$ cat src/rtl/uart_codec_sequencer_if.sv
// Handshake bundle between the UART buffer, nibble codec and transmitter and the sequencer.
interface uart_codec_sequencer_if;
  logic [7:0] byte_in;
  logic       byte_valid;
  logic [3:0] nibble_out;
  logic       enc_active;
  logic       dec_valid;
  logic [3:0] dec_nibble;
  logic [7:0] tx_byte;
  logic       tx_enable;
  logic       tx_busy;
  logic       busy;
  logic [7:0] drop_cnt;
  logic       err_timeout;

  modport master (
    output byte_in, byte_valid, dec_valid, dec_nibble, tx_busy,
    input  nibble_out, enc_active, tx_byte, tx_enable, busy, drop_cnt, err_timeout
  );

  modport slave (
    input  byte_in, byte_valid, dec_valid, dec_nibble, tx_busy,
    output nibble_out, enc_active, tx_byte, tx_enable, busy, drop_cnt, err_timeout
  );
endinterface

$ cat src/rtl/uart_codec_sequencer.sv
// Splits each received byte into two nibbles, runs each through the encoder/decoder pair,
// reassembles the corrected byte and launches it to the transmitter; one byte can queue.
module uart_codec_sequencer #(
  parameter int unsigned ACTIVE_CYCLES = 3,
  parameter int unsigned TIMEOUT       = 15
) (
  input logic                   clk,
  input logic                   reset,
  uart_codec_sequencer_if.slave bus
);

  typedef enum logic [2:0] {
    StIdle, StEncLo, StWaitLo, StEncHi, StWaitHi, StTxWait, StTxGo
  } state_e;

  state_e     state_q, state_d;
  logic [7:0] cnt_q, cnt_d;
  logic [7:0] work_q, work_d;
  logic [7:0] result_q, result_d;
  logic [7:0] tx_q, tx_d;
  logic [7:0] pend_q, pend_d;
  logic       pend_valid_q, pend_valid_d;
  logic [7:0] drop_q, drop_d;
  logic       err_q, err_d;
  logic       timeout_hit;
  logic       consume, direct;

  localparam logic [7:0] ActLast  = 8'(ACTIVE_CYCLES - 1);
  localparam logic [7:0] WaitLast = 8'(TIMEOUT - 1);

  always_comb begin
    state_d     = state_q;
    work_d      = work_q;
    result_d    = result_q;
    tx_d        = tx_q;
    timeout_hit = 1'b0;
    unique case (state_q)
      StIdle: begin
        // A queued byte always goes ahead of a new arrival.
        if (pend_valid_q) begin
          work_d  = pend_q;
          state_d = StEncLo;
        end else if (bus.byte_valid) begin
          work_d  = bus.byte_in;
          state_d = StEncLo;
        end
      end
      StEncLo: if (cnt_q == ActLast) state_d = StWaitLo;
      StWaitLo: begin
        if (bus.dec_valid) begin
          result_d[3:0] = bus.dec_nibble;
          state_d       = StEncHi;
        end else if (cnt_q == WaitLast) begin
          timeout_hit = 1'b1;
          state_d     = StIdle;
        end
      end
      StEncHi: if (cnt_q == ActLast) state_d = StWaitHi;
      StWaitHi: begin
        if (bus.dec_valid) begin
          result_d[7:4] = bus.dec_nibble;
          state_d       = StTxWait;
        end else if (cnt_q == WaitLast) begin
          timeout_hit = 1'b1;
          state_d     = StIdle;
        end
      end
      StTxWait: begin
        if (!bus.tx_busy) begin
          tx_d    = result_q;
          state_d = StTxGo;
        end
      end
      StTxGo:  state_d = StIdle;
      default: state_d = StIdle;
    endcase

    // The phase counter restarts on every state change and only runs in ENC/WAIT states.
    cnt_d = cnt_q + 8'd1;
    if (state_d != state_q || state_q == StIdle || state_q == StTxWait || state_q == StTxGo) begin
      cnt_d = '0;
    end
    err_d = err_q | timeout_hit;
  end

  always_comb begin
    consume      = (state_q == StIdle) && pend_valid_q;
    direct       = (state_q == StIdle) && !pend_valid_q && bus.byte_valid;
    pend_d       = pend_q;
    pend_valid_d = pend_valid_q & ~consume;
    drop_d       = drop_q;
    if (bus.byte_valid && !direct) begin
      if (!pend_valid_d) begin
        pend_valid_d = 1'b1;
        pend_d       = bus.byte_in;
      end else if (drop_q != 8'hFF) begin
        drop_d = drop_q + 8'd1;
      end
    end
  end

  always_ff @(posedge clk or negedge reset) begin
    if (!reset) begin
      state_q      <= StIdle;
      cnt_q        <= '0;
      work_q       <= '0;
      result_q     <= '0;
      tx_q         <= '0;
      pend_q       <= '0;
      pend_valid_q <= 1'b0;
      drop_q       <= '0;
      err_q        <= 1'b0;
    end else begin
      state_q      <= state_d;
      cnt_q        <= cnt_d;
      work_q       <= work_d;
      result_q     <= result_d;
      tx_q         <= tx_d;
      pend_q       <= pend_d;
      pend_valid_q <= pend_valid_d;
      drop_q       <= drop_d;
      err_q        <= err_d;
    end
  end

  always_comb begin
    bus.nibble_out = (state_q == StIdle || state_q == StEncLo || state_q == StWaitLo) ?
                     work_q[3:0] : work_q[7:4];
    bus.enc_active = (state_q == StEncLo) || (state_q == StEncHi);
    bus.tx_enable  = (state_q == StTxGo);
    bus.tx_byte    = tx_q;
    bus.busy       = (state_q != StIdle) || pend_valid_q;
    bus.drop_cnt   = drop_q;
    // Flag is visible in the very cycle the wait limit is reached.
    bus.err_timeout = err_q | timeout_hit;
  end

endmodule

$ cat src/flat_wrapper.sv
// flat-port wrapper written by rule: the top's interface ports become plain ports
module uart_codec_sequencer_flat 
#(
  parameter int unsigned ACTIVE_CYCLES = 3,
  parameter int unsigned TIMEOUT       = 15
)
  (clk, reset, bus_byte_in, bus_byte_valid, bus_dec_valid, bus_dec_nibble, bus_tx_busy, bus_nibble_out, bus_enc_active, bus_tx_byte, bus_tx_enable, bus_busy, bus_drop_cnt, bus_err_timeout);
  uart_codec_sequencer_if bus_i ();
  input logic clk;
  input logic reset;
  input wire logic [$bits(bus_i.byte_in)-1:0] bus_byte_in;
  input wire logic [$bits(bus_i.byte_valid)-1:0] bus_byte_valid;
  input wire logic [$bits(bus_i.dec_valid)-1:0] bus_dec_valid;
  input wire logic [$bits(bus_i.dec_nibble)-1:0] bus_dec_nibble;
  input wire logic [$bits(bus_i.tx_busy)-1:0] bus_tx_busy;
  output wire logic [$bits(bus_i.nibble_out)-1:0] bus_nibble_out;
  output wire logic [$bits(bus_i.enc_active)-1:0] bus_enc_active;
  output wire logic [$bits(bus_i.tx_byte)-1:0] bus_tx_byte;
  output wire logic [$bits(bus_i.tx_enable)-1:0] bus_tx_enable;
  output wire logic [$bits(bus_i.busy)-1:0] bus_busy;
  output wire logic [$bits(bus_i.drop_cnt)-1:0] bus_drop_cnt;
  output wire logic [$bits(bus_i.err_timeout)-1:0] bus_err_timeout;
  assign bus_i.byte_in = bus_byte_in;
  assign bus_i.byte_valid = bus_byte_valid;
  assign bus_i.dec_valid = bus_dec_valid;
  assign bus_i.dec_nibble = bus_dec_nibble;
  assign bus_i.tx_busy = bus_tx_busy;
  assign bus_nibble_out = bus_i.nibble_out;
  assign bus_enc_active = bus_i.enc_active;
  assign bus_tx_byte = bus_i.tx_byte;
  assign bus_tx_enable = bus_i.tx_enable;
  assign bus_busy = bus_i.busy;
  assign bus_drop_cnt = bus_i.drop_cnt;
  assign bus_err_timeout = bus_i.err_timeout;
  uart_codec_sequencer #(.ACTIVE_CYCLES(ACTIVE_CYCLES), .TIMEOUT(TIMEOUT)) u_core (.clk(clk), .reset(reset), .bus(bus_i));
endmodule
$ cat config.mk
export PLATFORM = sky130hd
export DESIGN_NAME = uart_codec_sequencer_flat
export DESIGN_NICKNAME = d
export VERILOG_FILES = /design/src/rtl/uart_codec_sequencer_if.sv /design/src/rtl/uart_codec_sequencer.sv /design/src/flat_wrapper.sv
export SDC_FILE = /design/constraint.sdc
export NUM_CORES = 1
export LEC_CHECK = 0
export ABC_AREA = 1
export CELL_PAD_IN_SITES_DETAIL_PLACEMENT = 1
export CELL_PAD_IN_SITES_GLOBAL_PLACEMENT = 1
export CORE_ASPECT_RATIO = 0.75
export CORE_MARGIN = 8
export CORE_UTILIZATION = 35
export DETAILED_ROUTE_END_ITERATION = 12
export PLACE_DENSITY = 0.81
export SLEW_MARGIN = 20
export SYNTH_ARGS = -nofsm -noshare
export SYNTH_HDL_FRONTEND = slang
export SYNTH_SLANG_ARGS = --single-unit
$ cat constraint.sdc
create_clock -name clk -period 2.3 [get_ports clk]
set_clock_uncertainty 0.15 [all_clocks]
set_input_delay 0.46 -clock clk [delete_from_list [all_inputs] [get_ports clk]]
set_output_delay 0.46 -clock clk [all_outputs]
set_load 0.05 [all_outputs]
==> impl_table.tex, run 1 <==
\begin{tabular}{lr}
\hline
Metric & Value \\
\hline
\multicolumn{2}{l}{\textbf{Timing}} \\
Least-Margin Pin Slew & 0.5283 ns \\
Hold WS & 0.3383 ns \\
Highest achievable clock rate & 0.4554 GHz \\
Clock period minus final worst setup slack & 2.196 ns \\
Fin crit share & between 90\% and 100\% \\
Max-Slew Margin vs Limit & 64.68\% \\
Max-slew violation count & 0 \\
Final Hold Viols & 0 \\
Final setup vio count & 0 \\
\multicolumn{2}{l}{\textbf{Power and ir drop}} \\
Power per standard cell area & 1384 nW/µm² \\
Total power & 4.513 mW \\
Cell leakage power & between 1.5 and 2 nW \\
Maximum resistive drop on vdd & 0.6933 mV \\
\multicolumn{2}{l}{\textbf{Placed design}} \\
Detailed placer's ending HPWL & 4.360 mm \\
Weighted congestion at the end of routability-driven global placement & around 0.76 \\
Number of port buffers & 40 \\
\multicolumn{2}{l}{\textbf{Worst setup path}} \\
Startpoint kind of the worst setup timing path & flip-flop \\
Count of buffer and inverter cells on the critical path & 1 \\
WP data required & 1.69 ns \\
Critical Path Max Stage Delay & 0.84 ns \\
Crit. path cell count & 1 \\
CP endpoint kind & primary output \\
Cell class contributing the biggest share of worst-path delay & buffers and inverters \\
Slowest stage cell, crit path & sky130\_fd\_sc\_hd\_\_clkdlybuf4s50\_1 \\
Cell breakdown of the critical path & clkdlybuf4s50\_1 \\
CP Class & reg2out \\
Number of cells on the worst reg-to-reg path & 5 \\
Arrival time worst endpoint & 1.59 ns \\
Worst-path fanout max & 5 \\
\multicolumn{2}{l}{\textbf{Hold path}} \\
HP Class & reg2reg \\
Cell count of the worst hold path & 1 \\
\multicolumn{2}{l}{\textbf{Drt}} \\
Average routed wire per standard cell & 14.36 µm \\
Number of DRC violations after detailed routing & 0 \\
Iteration-0 DRC count of the detailed router & 48 \\
Drt pass-1 iters & 4 \\
Wirelength, routed & 5.918 mm \\
Overall via count from detail\_route & $\sim$2,000 \\
Routed vias/inst & roughly 4.9 \\
Number of nets with antenna violations after detailed routing & 0 \\
\multicolumn{2}{l}{\textbf{Floorplan}} \\
DIE HEIGHT & 88.83 µm \\
Row count & 26 \\
Starting utilization of the core area & 36.23\% \\
Area of the die & about 10,000 µm² \\
Core area & a little under 7000 µm² \\
Die X-Extent & 113.1 µm \\
Top Ports & 41 \\
\multicolumn{2}{l}{\textbf{Final layout}} \\
NumNets Final & 347 \\
Ratio of cells with drive above 1 in the final layout & 16.46\% \\
Multi-input combinational cell area & 1002 µm² \\
Register area & $\sim$1300 µm² \\
Antenna cells & 0 \\
Layout overhead on the synthesized area & 31.80\% \\
Filler cells & 817 \\
\multicolumn{2}{l}{\textbf{Global route}} \\
Number of global-route vias before repair & approximately 2,200 \\
Total gr overflow & 0 \\
Largest net degree at the start of global routing & 23 \\
Global-route wire length before repair & slightly above 10 mm \\
Initial antenna violation count & 0 \\
Global routing usage summed across all routing layers & between 10 and 15\% \\
\multicolumn{2}{l}{\textbf{Logic synthesis}} \\
Number of distinct library cells after synthesis & 26 \\
Synthesized instance count & around 270 \\
Total nets after synthesis & $\sim$300 \\
Fraction of the yosys area taken by sequential cells & a little over half \\
Synthesized area divided by synthesized cell count & 9.099 µm² \\
Number of warnings reported in the yosys synthesis log & 0 \\
Post-synthesis instance area & 2475 µm² \\
Post-synthesis register bit count & 53 \\
\multicolumn{2}{l}{\textbf{Run status}} \\
Result of the run & complete, no violations \\
\multicolumn{2}{l}{\textbf{Clocking}} \\
Worst-case clock buffer depth & 2 \\
Number of sinks on the clock net & 53 \\
Clock tree root buffer cell & sky130\_fd\_sc\_hd\_\_clkbuf\_8 \\
Latest clock arrival within the worst-skew pair & about 0.3 ns \\
Total number of H-tree levels & 2 \\
TritonCTS Buffers & 5 \\
Clock edge transition at the registers on the reported setup and hold paths & 0.10 ns \\
TritonCTS clock tree & yes \\
\multicolumn{2}{l}{\textbf{Run}} \\
Maxcap violations & 0 \\
\hline
\end{tabular}
[power breakdown]
group          switching (mW)  total, mW  internal, mW  leakage (nW)
logic                    1.39       2.26         0.868         0.779
registers               0.246       1.52          1.27         0.684
clock network           0.304      0.737         0.432        0.0681
[routing by layer]
metal | part of all wire, % | routed length (µm) | vias up | GRT usage [%]
met1 | 48 | 2813 | 993 | 15.25
met5 | 0 | 0 | - | 0
met3 | 4.6 | 275 | 7 | 3.681
met4 | 0.73 | 43 | 0 | 2.892
li1 | - | - | 977 | -
met2 | 47 | 2785 | 30 | 21.01
[cells by family (layout without fill, tap and decap cells)]
kind of cell | after synthesis | after routing | share of synthesized area, %
compound gates | 40 | 40 | 8.797
xor+xnor | 13 | 13 | 4.601
fa+ha+maj | 3 | 3 | 1.517
buf+inv | 39 | 95 | 6.420
flops | 53 | 53 | 53.59
mux | 9 | 9 | 4.095
simple gates | 115 | 115 | 20.98
[worst reg2reg max path, cell delays in order (launching register included)]
cell and delay (ns):
sky130_fd_sc_hd__dfrtp_2 0.43, sky130_fd_sc_hd__inv_1 0.08, sky130_fd_sc_hd__buf_4 0.16, sky130_fd_sc_hd__nand3_1 0.21, sky130_fd_sc_hd__nand3_1 0.44, sky130_fd_sc_hd__o21ai_0 0.32
[final cells by class]
| cell class | instances | share of cell area [%] |
|---|---|---|
| multi-input cells | 180 | 30.72 |
| well taps | 84 | 3.222 |
| clock buffers | 5 | 2.110 |
| inverters | 35 | 4.028 |
| flip-flops and latches | 53 | 40.77 |
| clock inverters | 3 | 1.995 |
| repair buffers | 52 | 17.15 |
[synthesized netlist by cell type]
master,number,area share (%)
sky130_fd_sc_hd__a21oi_2,1,0.35
sky130_fd_sc_hd__a31o_2,1,0.35
sky130_fd_sc_hd__buf_2,1,0.20
sky130_fd_sc_hd__buf_4,1,0.30
sky130_fd_sc_hd__buf_6,1,0.45
sky130_fd_sc_hd__clkbuf_1,1,0.15
sky130_fd_sc_hd__clkinv_1,1,0.15
sky130_fd_sc_hd__dfrtp_1,53,54
sky130_fd_sc_hd__ha_1,3,1.5
sky130_fd_sc_hd__inv_1,34,5.2
sky130_fd_sc_hd__mux2_2,9,4.1
sky130_fd_sc_hd__nand2_1,64,9.7
sky130_fd_sc_hd__nand2_4,1,0.45
sky130_fd_sc_hd__nand3_1,13,2.6
sky130_fd_sc_hd__nand3_2,4,1.6
sky130_fd_sc_hd__nand3_4,1,0.71
sky130_fd_sc_hd__nand4_1,3,0.76
sky130_fd_sc_hd__nor2_1,21,3.2
sky130_fd_sc_hd__nor2_2,3,0.76
sky130_fd_sc_hd__nor3_1,3,0.61
sky130_fd_sc_hd__nor3b_1,1,0.30
sky130_fd_sc_hd__o211ai_1,4,1.2
sky130_fd_sc_hd__o21ai_0,34,6.9
sky130_fd_sc_hd__or2_1,1,0.25
sky130_fd_sc_hd__xnor2_1,8,2.8
sky130_fd_sc_hd__xor2_1,5,1.8
[through the flow]
step	worst slack [ns]	TNS, ns	cells	utilization (%)	instance area (µm²)
floorplan	-0.1997	-0.7987	272	-	2475
global placement	0.2192	0	398	44.80	3060
detailed placement	0.1743	0	398	44.80	3060
CTS	-0.001133	-0.001133	407	46.92	3206
global route	-0.0009580	-0.0009580	412	47.75	3262
finish	0.1043	0	412	47.75	3262
[layout by cell type, fill, tap and decap left out, drive strengths merged]
master         instances
dfrtp                 53
dlygate4sd3            1
a21oi                  1
buf                   20
mux2                   9
nand2                 65
nor2                  24
nor3                   3
xor2                   5
or2                    1
xnor2                  8
nand4                  3
o211ai                 4
clkinv                 2
clkbuf                 5
ha                     3
nor3b                  1
bufinv                 2
a31o                   1
clkdlybuf4s50         31
o21ai                 34
inv                   34
nand3                 18
[path summary, 6_finish.rpt]
check,startpoint,end,slack (ns)
worst max-delay path,u_core.bus.drop_cnt[2]$_DFFE_PN0P_,bus_drop_cnt[2],0.10
worst min-delay path,u_core.err_q$_DFF_PN0_,u_core.err_q$_DFF_PN0_,0.34
worst max register to register,u_core.state_q[2]$_DFF_PN0_,u_core.pend_q[7]$_DFFE_PN0P_,0.42
worst min register to register,u_core.err_q$_DFF_PN0_,u_core.err_q$_DFF_PN0_,0.34
max in group asynchronous,reset,u_core.state_q[2]$_DFF_PN0_,0.85
min in group asynchronous,reset,u_core.cnt_q[6]$_DFF_PN0_,0.50
[sequential cells by signal, summed over array words and instances, names as in the netlist]
signal               cells
u_core.state_q           3
u_core.pend_q            8
u_core.result_q          8
u_core.cnt_q             8
u_core.pend_valid_q      1
u_core.bus.drop_cnt      8
u_core.bus.tx_byte       8
u_core.work_q            8
u_core.err_q             1
[what timing repair did]
action,CTS,global route
hold buffers,1,0
gates resized for setup,1,11
endpoints found under the hold margin,20,0
endpoints found under the setup margin,1,5
pin swaps,0,1
setup buffers,0,5
Power figures use the tool's default switching activity.
==> run 2, diff against run 1 <==
--- a/config.mk
+++ b/config.mk
@@ -12,7 +12,9 @@
 export CORE_MARGIN = 8
 export CORE_UTILIZATION = 35
 export DETAILED_ROUTE_END_ITERATION = 12
+export GPL_TIMING_DRIVEN = 0
 export PLACE_DENSITY = 0.81
+export REMOVE_ABC_BUFFERS = 1
 export SLEW_MARGIN = 20
 export SYNTH_ARGS = -nofsm -noshare
 export SYNTH_HDL_FRONTEND = slang
==> run 2 against run 1 <==
Register-to-register slack worse by 0.03 ns. Cell count shrank 2.9%. Power decreased by 8.9%. Global-route usage fell by 0.53 points. Utilization decreased by 2.8 points. Critical path type unchanged. Sequential power about the same. Combinational power fell by 15%. Cell area shrank 5.9%. Sequential share of layout area up 2.6 points.
==> impl_table.tex, run 2 (synthesis gave the netlist of run 1 again) <==
\begin{tabular}{lr}
\hline
Metric & Value \\
\hline
\multicolumn{2}{l}{\textbf{Clocking}} \\
Setup Fix Bufs, Post-CTS & 0 (unchanged) \\
Total number of H-tree levels & 2 (unchanged) \\
TritonCTS Buffers & 5 (unchanged) \\
Worst-case clock buffer depth & 2 (unchanged) \\
Post-CTS Hold Buffers & 0 (-1) \\
Clock edge transition at the registers on the reported setup and hold paths & 0.10 ns (about the same) \\
TritonCTS clock tree & yes \\
Latest clock arrival within the worst-skew pair & 0.30 ns (about the same) \\
Clock tree root buffer cell & sky130\_fd\_sc\_hd\_\_clkbuf\_8 \\
Number of sinks on the clock net & 53 (unchanged) \\
\multicolumn{2}{l}{\textbf{Worst setup path}} \\
Arrival time worst endpoint & 1.62 ns (+0.03 ns) \\
Critical Path Max Stage Delay & 0.41 ns (-0.43 ns) \\
Worst-path fanout max & 3 (-2) \\
Cell class contributing the biggest share of worst-path delay & flip-flops \\
CP endpoint kind & primary output \\
WP data required & 1.69 ns (about the same) \\
Startpoint kind of the worst setup timing path & flip-flop \\
CP Class & reg2out \\
Count of buffer and inverter cells on the critical path & 2 (+1) \\
Slowest stage cell, crit path & sky130\_fd\_sc\_hd\_\_dfrtp\_1 \\
Cell breakdown of the critical path & inv\_1 > ha\_1 > nand3\_2 > nor2\_2 > a31o\_2 > buf\_6 \\
\multicolumn{2}{l}{\textbf{Timing}} \\
Clock period minus final worst setup slack & 2.233 ns (+0.03744 ns) \\
Final Hold Viols & 0 (unchanged) \\
Setup repair after global routing missed its margin & yes \\
Least-Margin Pin Slew & 0.7064 ns (+0.1781 ns) \\
Final setup vio count & 0 (unchanged) \\
Fin crit share & 97.09\% (+1.6 points) \\
Max-Slew Margin vs Limit & 52.91\% (-12 points) \\
Highest achievable clock rate & 0.4478 GHz (-1.7\%) \\
Max-slew violation count & 0 (unchanged) \\
Hold WS & 0.01670 ns (-0.3216 ns) \\
\multicolumn{2}{l}{\textbf{Drt}} \\
Drt pass-1 iters & 4 (unchanged) \\
Number of DRC violations after detailed routing & 0 (unchanged) \\
Wirelength, routed & 5.662 mm (-4.3\%) \\
Number of nets with antenna violations after detailed routing & 0 (unchanged) \\
Average routed wire per standard cell & 14.16 µm (-1.5\%) \\
Overall via count from detail\_route & 1,948 (-2.9\%) \\
Routed vias/inst & 4.870 (about the same) \\
Iteration-0 DRC count of the detailed router & 55 (+15\%) \\
\multicolumn{2}{l}{\textbf{Final layout}} \\
Finished Core Util & 44.93\% (-2.8 points) \\
Leading cell type in the layout, fill and taps excluded & sky130\_fd\_sc\_hd\_\_nand2\_1 \\
Ratio of cells with drive above 1 in the final layout & 13.92\% (-2.5 points) \\
Commonest cells after routing, fill and taps aside & 63 x sky130\_fd\_sc\_hd\_\_nand2\_1, 50 x sky130\_fd\_sc\_hd\_\_dfrtp\_1, 34 x sky130\_fd\_sc\_hd\_\_o21ai\_0, 33 x sky130\_fd\_sc\_hd\_\_inv\_1, 31 x sky130\_fd\_sc\_hd\_\_clkdlybuf4s50\_1 \\
Summed area of non-filler cells in the final layout & 3069 µm² (-5.9\%) \\
Layout overhead on the synthesized area & 24.01\% \\
Antenna cells & 0 (unchanged) \\
NumNets Final & 335 (-3.5\%) \\
\multicolumn{2}{l}{\textbf{Floorplan}} \\
DIE HEIGHT & 88.83 µm (unchanged) \\
Core area & 6832 µm² (unchanged) \\
Top Ports & 41 (unchanged) \\
Starting utilization of the core area & 36.23\% (unchanged) \\
Die X-Extent & 113.1 µm (unchanged) \\
Area of the die & 10,050 µm² (unchanged) \\
Row count & 26 (unchanged) \\
\multicolumn{2}{l}{\textbf{Power and ir drop}} \\
Cell leakage power & 1.431 nW (-6.5\%) \\
Maximum resistive drop on vdd & 0.5845 mV (-16\%) \\
Power per standard cell area & 1340 nW/µm² (-3.2\%) \\
\multicolumn{2}{l}{\textbf{Placed design}} \\
Weighted congestion at the end of routability-driven global placement & 0.8126 (+6.4\%) \\
Number of port buffers & 40 (unchanged) \\
Detailed placer's ending HPWL & 4.206 mm (-3.6\%) \\
Cell area after placement & 2950 µm² (-3.6\%) \\
\multicolumn{2}{l}{\textbf{Run}} \\
Maxcap violations & 0 (unchanged) \\
\multicolumn{2}{l}{\textbf{Global route}} \\
Total gr overflow & 0 (unchanged) \\
Global-route wire length before repair & 9.618 mm (-4.8\%) \\
Initial antenna violation count & 0 (unchanged) \\
Largest net degree at the start of global routing & 54 (+130\%) \\
Number of global-route vias before repair & 2,039 (-6.9\%) \\
Global routing usage summed across all routing layers & 11.85\% (-0.53 points) \\
\multicolumn{2}{l}{\textbf{Hold path}} \\
HP Class & in2async \\
\multicolumn{2}{l}{\textbf{Run status}} \\
Result of the run & complete, no violations \\
\hline
\end{tabular}
==> run 2: path summary, 6_finish.rpt <==
check,endpoint,depth (start not counted),slack (ns),from
min reg2reg,u_core.cnt_q[0]$_DFF_PN0_,1,0.33,u_core.cnt_q[0]$_DFF_PN0_
max reg2reg,u_core.pend_q[7]$_DFFE_PN0P_,5,0.39,u_core.state_q[1]$_DFF_PN0_
max,bus_err_timeout,6,0.07,u_core.cnt_q[0]$_DFF_PN0_
min in group clk,u_core.cnt_q[0]$_DFF_PN0_,1,0.33,u_core.cnt_q[0]$_DFF_PN0_
max in group asynchronous,u_core.state_q[1]$_DFF_PN0_,1,1.44,reset
min,u_core.state_q[0]$_DFF_PN0_,1,0.02,reset
==> run 2: layer usage <==
| metal | vias up | wire (µm) | GRT usage [%] |
|---|---|---|---|
| li1 | 953 | - | - |
| met1 | 959 | 2745 | 15.12 |
| met2 | 31 | 2618 | 19.40 |
| met3 | 5 | 257 | 3.476 |
| met4 | 0 | 41 | 2.892 |
| met5 | - | 0 | 0 |
==> run 2: repair_timing <==
item | in CTS | in global routing
endpoints found under the hold margin | 0 | 0
gates resized for setup | 43 | 9
endpoints found under the setup margin | 8 | 7
==> run 2: worst register-to-register path: stages (launching register included) <==
cell                      delay (ns)
sky130_fd_sc_hd__dfrtp_2        0.48
sky130_fd_sc_hd__nor2_2         0.25
sky130_fd_sc_hd__nand2_1        0.08
sky130_fd_sc_hd__nand2_1        0.11
sky130_fd_sc_hd__nand3_1        0.40
sky130_fd_sc_hd__o21ai_0        0.34
==> run 2: layout make-up <==
class                   count  area (µm²)
clock inverters             2       37.54
well taps                  84       105.1
flip-flops and latches     53        1330
fillers                   814        3762
inverters                  35       132.6
multi-input cells         180       999.7
repair buffers             40       381.6
clock buffers               6       82.58
==> run 2: power by group <==
group / leakage, nW / total (mW) / switching [mW] / internal (mW)
Clock: 0.0574 / 0.676 / 0.322 / 0.355
Sequential: 0.684 / 1.52 / 0.243 / 1.27
Combinational: 0.690 / 1.92 / 1.29 / 0.624
==> run 2: per-stage QoR <==
| step | worst slack, ns | setup TNS [ns] | power [mW] | instances |
|---|---|---|---|---|
| floorplan | -0.1652 | -0.6608 | 2.861 | 268 |
| global placement | -1.072 | -58.34 | 3.447 | 392 |
| detailed placement | -0.3472 | -1.636 | 3.512 | 392 |
| CTS | 0.01116 | 0 | 4.162 | 400 |
| global route | -0.05019 | -0.05019 | 4.429 | 400 |
| finish | 0.06687 | 0 | 4.111 | 400 |
==> run 3, diff against run 2 <==
--- a/config.mk
+++ b/config.mk
@@ -9,8 +9,9 @@
 export CELL_PAD_IN_SITES_DETAIL_PLACEMENT = 1
 export CELL_PAD_IN_SITES_GLOBAL_PLACEMENT = 1
 export CORE_ASPECT_RATIO = 0.75
-export CORE_MARGIN = 8
+export CORE_MARGIN = 2
 export CORE_UTILIZATION = 35
+export CTS_CLUSTER_DIAMETER = 40
 export DETAILED_ROUTE_END_ITERATION = 12
 export GPL_TIMING_DRIVEN = 0
 export PLACE_DENSITY = 0.81
==> constraint.sdc (replaced) <==
create_clock -name clk -period 2.3 [get_ports clk]
set_clock_uncertainty 0.15 [all_clocks]
set_input_delay 0.46 -clock clk [delete_from_list [all_inputs] [get_ports clk]]
set_output_delay 0.46 -clock clk [all_outputs]
set_load 0.01 [all_outputs]
==> run 3 against run 2 <==
Sequential power about the same. Power is 13% lower. First-iteration DRC count fell by 42%. Count of clock-buffer cells in the layout increased by 1. Largest power group unchanged. Worst setup slack got worse by 0.0085 ns. Critical path type unchanged. Maximum frequency decreased by 0.38%.
==> impl_table.tex, run 3 (synthesis gave the netlist of run 1 again) <==
\begin{tabular}{lr}
\hline
Metric & Value \\
\hline
\multicolumn{2}{l}{\textbf{Run status}} \\
Result of the run & complete, no violations \\
\multicolumn{2}{l}{\textbf{Global route}} \\
Initial antenna violation count & 0 (unchanged) \\
Total gr overflow & 0 (unchanged) \\
Global routing usage summed across all routing layers & 15.73\% (+3.9 points) \\
Number of global-route vias before repair & 2,082 (+2.1\%) \\
Largest net degree at the start of global routing & 54 (unchanged) \\
Global-route wire length before repair & 9.660 mm (+0.44\%) \\
\multicolumn{2}{l}{\textbf{Power and ir drop}} \\
Switching fraction of total power & 38.73\% (-6.5 points) \\
Sequential share of power & 41.7\% (+4.8 points) \\
Maximum resistive drop on vdd & 0.4922 mV (-16\%) \\
Power per standard cell area & 1149 nW/µm² (-14\%) \\
Cell leakage power & 1.462 nW (+2.1\%) \\
Power share of the combinational group & 43.7\% (-2.9 points) \\
Clock network fraction of total power & 14.5\% (-2.0 points) \\
Net Sw Power & 1.380 mW (-26\%) \\
Internal cell power & 2.183 mW (-3.1\%) \\
Total power & 3.563 mW (-13\%) \\
\multicolumn{2}{l}{\textbf{Clocking}} \\
TritonCTS Buffers & 5 (unchanged) \\
Number of sinks on the clock net & 53 (unchanged) \\
Worst-case clock buffer depth & 2 (unchanged) \\
Clock edge transition at the registers on the reported setup and hold paths & 0.09 ns (about the same) \\
Total number of H-tree levels & 2 (unchanged) \\
Clock tree root buffer cell & sky130\_fd\_sc\_hd\_\_clkbuf\_8 \\
Latest clock arrival within the worst-skew pair & 0.31 ns (about the same) \\
TritonCTS clock tree & yes \\
\multicolumn{2}{l}{\textbf{Worst setup path}} \\
CP endpoint kind & primary output \\
Number of cells on the worst reg-to-reg path & 9 (+4) \\
Origin of the worst setup path & u\_core.state\_q[2]\$\_DFF\_PN0\_ \\
Slack of the worst reg-to-reg path & 0.35 ns (-0.04 ns) \\
Startpoint kind of the worst setup timing path & flip-flop \\
Worst-path fanout max & 7 (+4) \\
WP data required & 1.69 ns (about the same) \\
Arrival time worst endpoint & 1.63 ns (about the same) \\
R2R Path Start & u\_core.state\_q[1]\$\_DFF\_PN0\_ \\
Endpoint of the most critical setup path & bus\_enc\_active \\
Reg-to-Reg End & u\_core.cnt\_q[2]\$\_DFF\_PN0\_ \\
CP Class & reg2out \\
\multicolumn{2}{l}{\textbf{Timing}} \\
Final Hold Viols & 0 (unchanged) \\
Max-slew violation count & 0 (unchanged) \\
Clock period minus final worst setup slack & 2.242 ns (+0.008459 ns) \\
Setup TNS after final layout & 0 ns (unchanged) \\
Final setup vio count & 0 (unchanged) \\
Setup repair after global routing missed its margin & no \\
Max-Slew Margin vs Limit & 54.68\% (+1.8 points) \\
Least-Margin Pin Slew & 0.6798 ns (-0.02658 ns) \\
Highest achievable clock rate & 0.4461 GHz (-0.38\%) \\
Fin crit share & 97.46\% (+0.37 points) \\
\multicolumn{2}{l}{\textbf{Floorplan}} \\
Core area & 6832 µm² (unchanged) \\
Starting utilization of the core area & 36.23\% (unchanged) \\
DIE HEIGHT & 76.83 µm (-14\%) \\
Die X-Extent & 101.1 µm (-11\%) \\
Area of the die & 7767 µm² (-23\%) \\
Top Ports & 41 (unchanged) \\
Row count & 26 (unchanged) \\
\multicolumn{2}{l}{\textbf{Final layout}} \\
Multi-input combinational cell area & 1010 µm² (+1.0\%) \\
Ratio of cells with drive above 1 in the final layout & 13.71\% (-0.22 points) \\
Filler cells & 831 (+2.1\%) \\
Final Instance Count excl. Fillers & 405 (+1.3\%) \\
Antenna cells & 0 (unchanged) \\
Register area & 1330 µm² (unchanged) \\
Layout overhead on the synthesized area & 25.28\% \\
NumNets Final & 340 (+1.5\%) \\
Leading cell type in the layout, fill and taps excluded & sky130\_fd\_sc\_hd\_\_nand2\_1 \\
Finished Core Util & 45.38\% (+0.46 points) \\
Commonest cells after routing, fill and taps aside & 63 x sky130\_fd\_sc\_hd\_\_nand2\_1, 50 x sky130\_fd\_sc\_hd\_\_dfrtp\_1, 32 x sky130\_fd\_sc\_hd\_\_inv\_1, 32 x sky130\_fd\_sc\_hd\_\_o21ai\_0, 32 x sky130\_fd\_sc\_hd\_\_clkdlybuf4s50\_1 \\
\multicolumn{2}{l}{\textbf{Drt}} \\
Drt pass-1 iters & 4 (unchanged) \\
Overall via count from detail\_route & 1,956 (+0.41\%) \\
Iteration-0 DRC count of the detailed router & 32 (-42\%) \\
Number of DRC violations after detailed routing & 0 (unchanged) \\
Average routed wire per standard cell & 13.54 µm (-4.4\%) \\
Wirelength, routed & 5.483 mm (-3.2\%) \\
Number of nets with antenna violations after detailed routing & 0 (unchanged) \\
Routed vias/inst & 4.830 (-0.83\%) \\
\multicolumn{2}{l}{\textbf{Placed design}} \\
Cell count after placement & 392 (unchanged) \\
Detailed placer's ending HPWL & 3.982 mm (-5.3\%) \\
Number of port buffers & 40 (unchanged) \\
Weighted congestion at the end of routability-driven global placement & 0.8216 (+1.1\%) \\
\multicolumn{2}{l}{\textbf{Hold path}} \\
HP Class & in2async \\
\multicolumn{2}{l}{\textbf{Run}} \\
Maxcap violations & 0 (unchanged) \\
\hline
\end{tabular}
[run 3: what timing repair did]
action | in CTS | in global routing
endpoints found under the setup margin | 8 | 3
gates resized for setup | 19 | 4
setup buffers | 5 | 0
pin swaps | 1 | 1
hold buffers | 0 | 0
[run 3: layer usage]
| metal | part of all wire, % | global-route usage (%) | routed length, µm | up-vias |
|---|---|---|---|---|
| met5 | 0 | 0 | 0 | - |
| met1 | 48 | 21.78 | 2650 | 953 |
| met2 | 47 | 24.64 | 2578 | 32 |
| met4 | 1.2 | 4.459 | 66 | 0 |
| met3 | 3.4 | 3.646 | 186 | 7 |
| li1 | - | - | - | 964 |
[run 3: critical path, cell delays in order, from the launching register on]
cell and delay, ns:
sky130_fd_sc_hd__dfrtp_2 0.44, sky130_fd_sc_hd__buf_4 0.17, sky130_fd_sc_hd__nor2_2 0.16, sky130_fd_sc_hd__clkdlybuf4s50_1 0.56
[run 3: through the flow]
stage	setup WS [ns]	hold slack, ns	area (µm²)
3_5_place_dp	-0.1109	0.3025	2950
5_1_grt	0.01546	0.06884	3100
4_1_cts	0.008260	0.05662	3095
3_3_place_gp	-1.035	0.2982	2953
6_report	0.05841	0.02565	3100
2_1_floorplan	0.6507	0.01441	2447
[run 3: power by group through the flow]
stage / registers, mW / logic (mW) / clock network [mW]
final: 1.49 / 1.56 / 0.518
after global routing: 1.54 / 1.76 / 0.583
after CTS: 1.49 / 1.58 / 0.539
after detailed placement: 1.53 / 1.49 / 0
after global placement: 1.51 / 1.43 / 0
after floorplan: 1.52 / 0.856 / 0
[run 3: cell type report]
type | instances | share of cell area, %
Timing Repair Buffer | 45 | 14.16
Multi-Input combinational cell | 180 | 32.57
Clock buffer | 7 | 2.462
Sequential cell | 53 | 42.90
Clock inverter | 1 | 0.2421
Tap cell | 84 | 3.390
Inverter | 35 | 4.278
[run 3: worst min path at each step]
stage                                              end                       from  cells after the start  slack (ns)
finish                    u_core.work_q[2]$_DFFE_PN0P_                      reset                      1        0.03
global route              u_core.work_q[2]$_DFFE_PN0P_                      reset                      1        0.07
CTS                  u_core.bus.tx_byte[3]$_DFFE_PN0P_                      reset                      1        0.06
detailed placement           u_core.cnt_q[0]$_DFF_PN0_  u_core.cnt_q[0]$_DFF_PN0_                      1        0.30
global placement             u_core.cnt_q[0]$_DFF_PN0_  u_core.cnt_q[0]$_DFF_PN0_                      1        0.30
floorplan           u_core.bus.drop_cnt[0]$_DFFE_PN0P_                      reset                      0        0.01
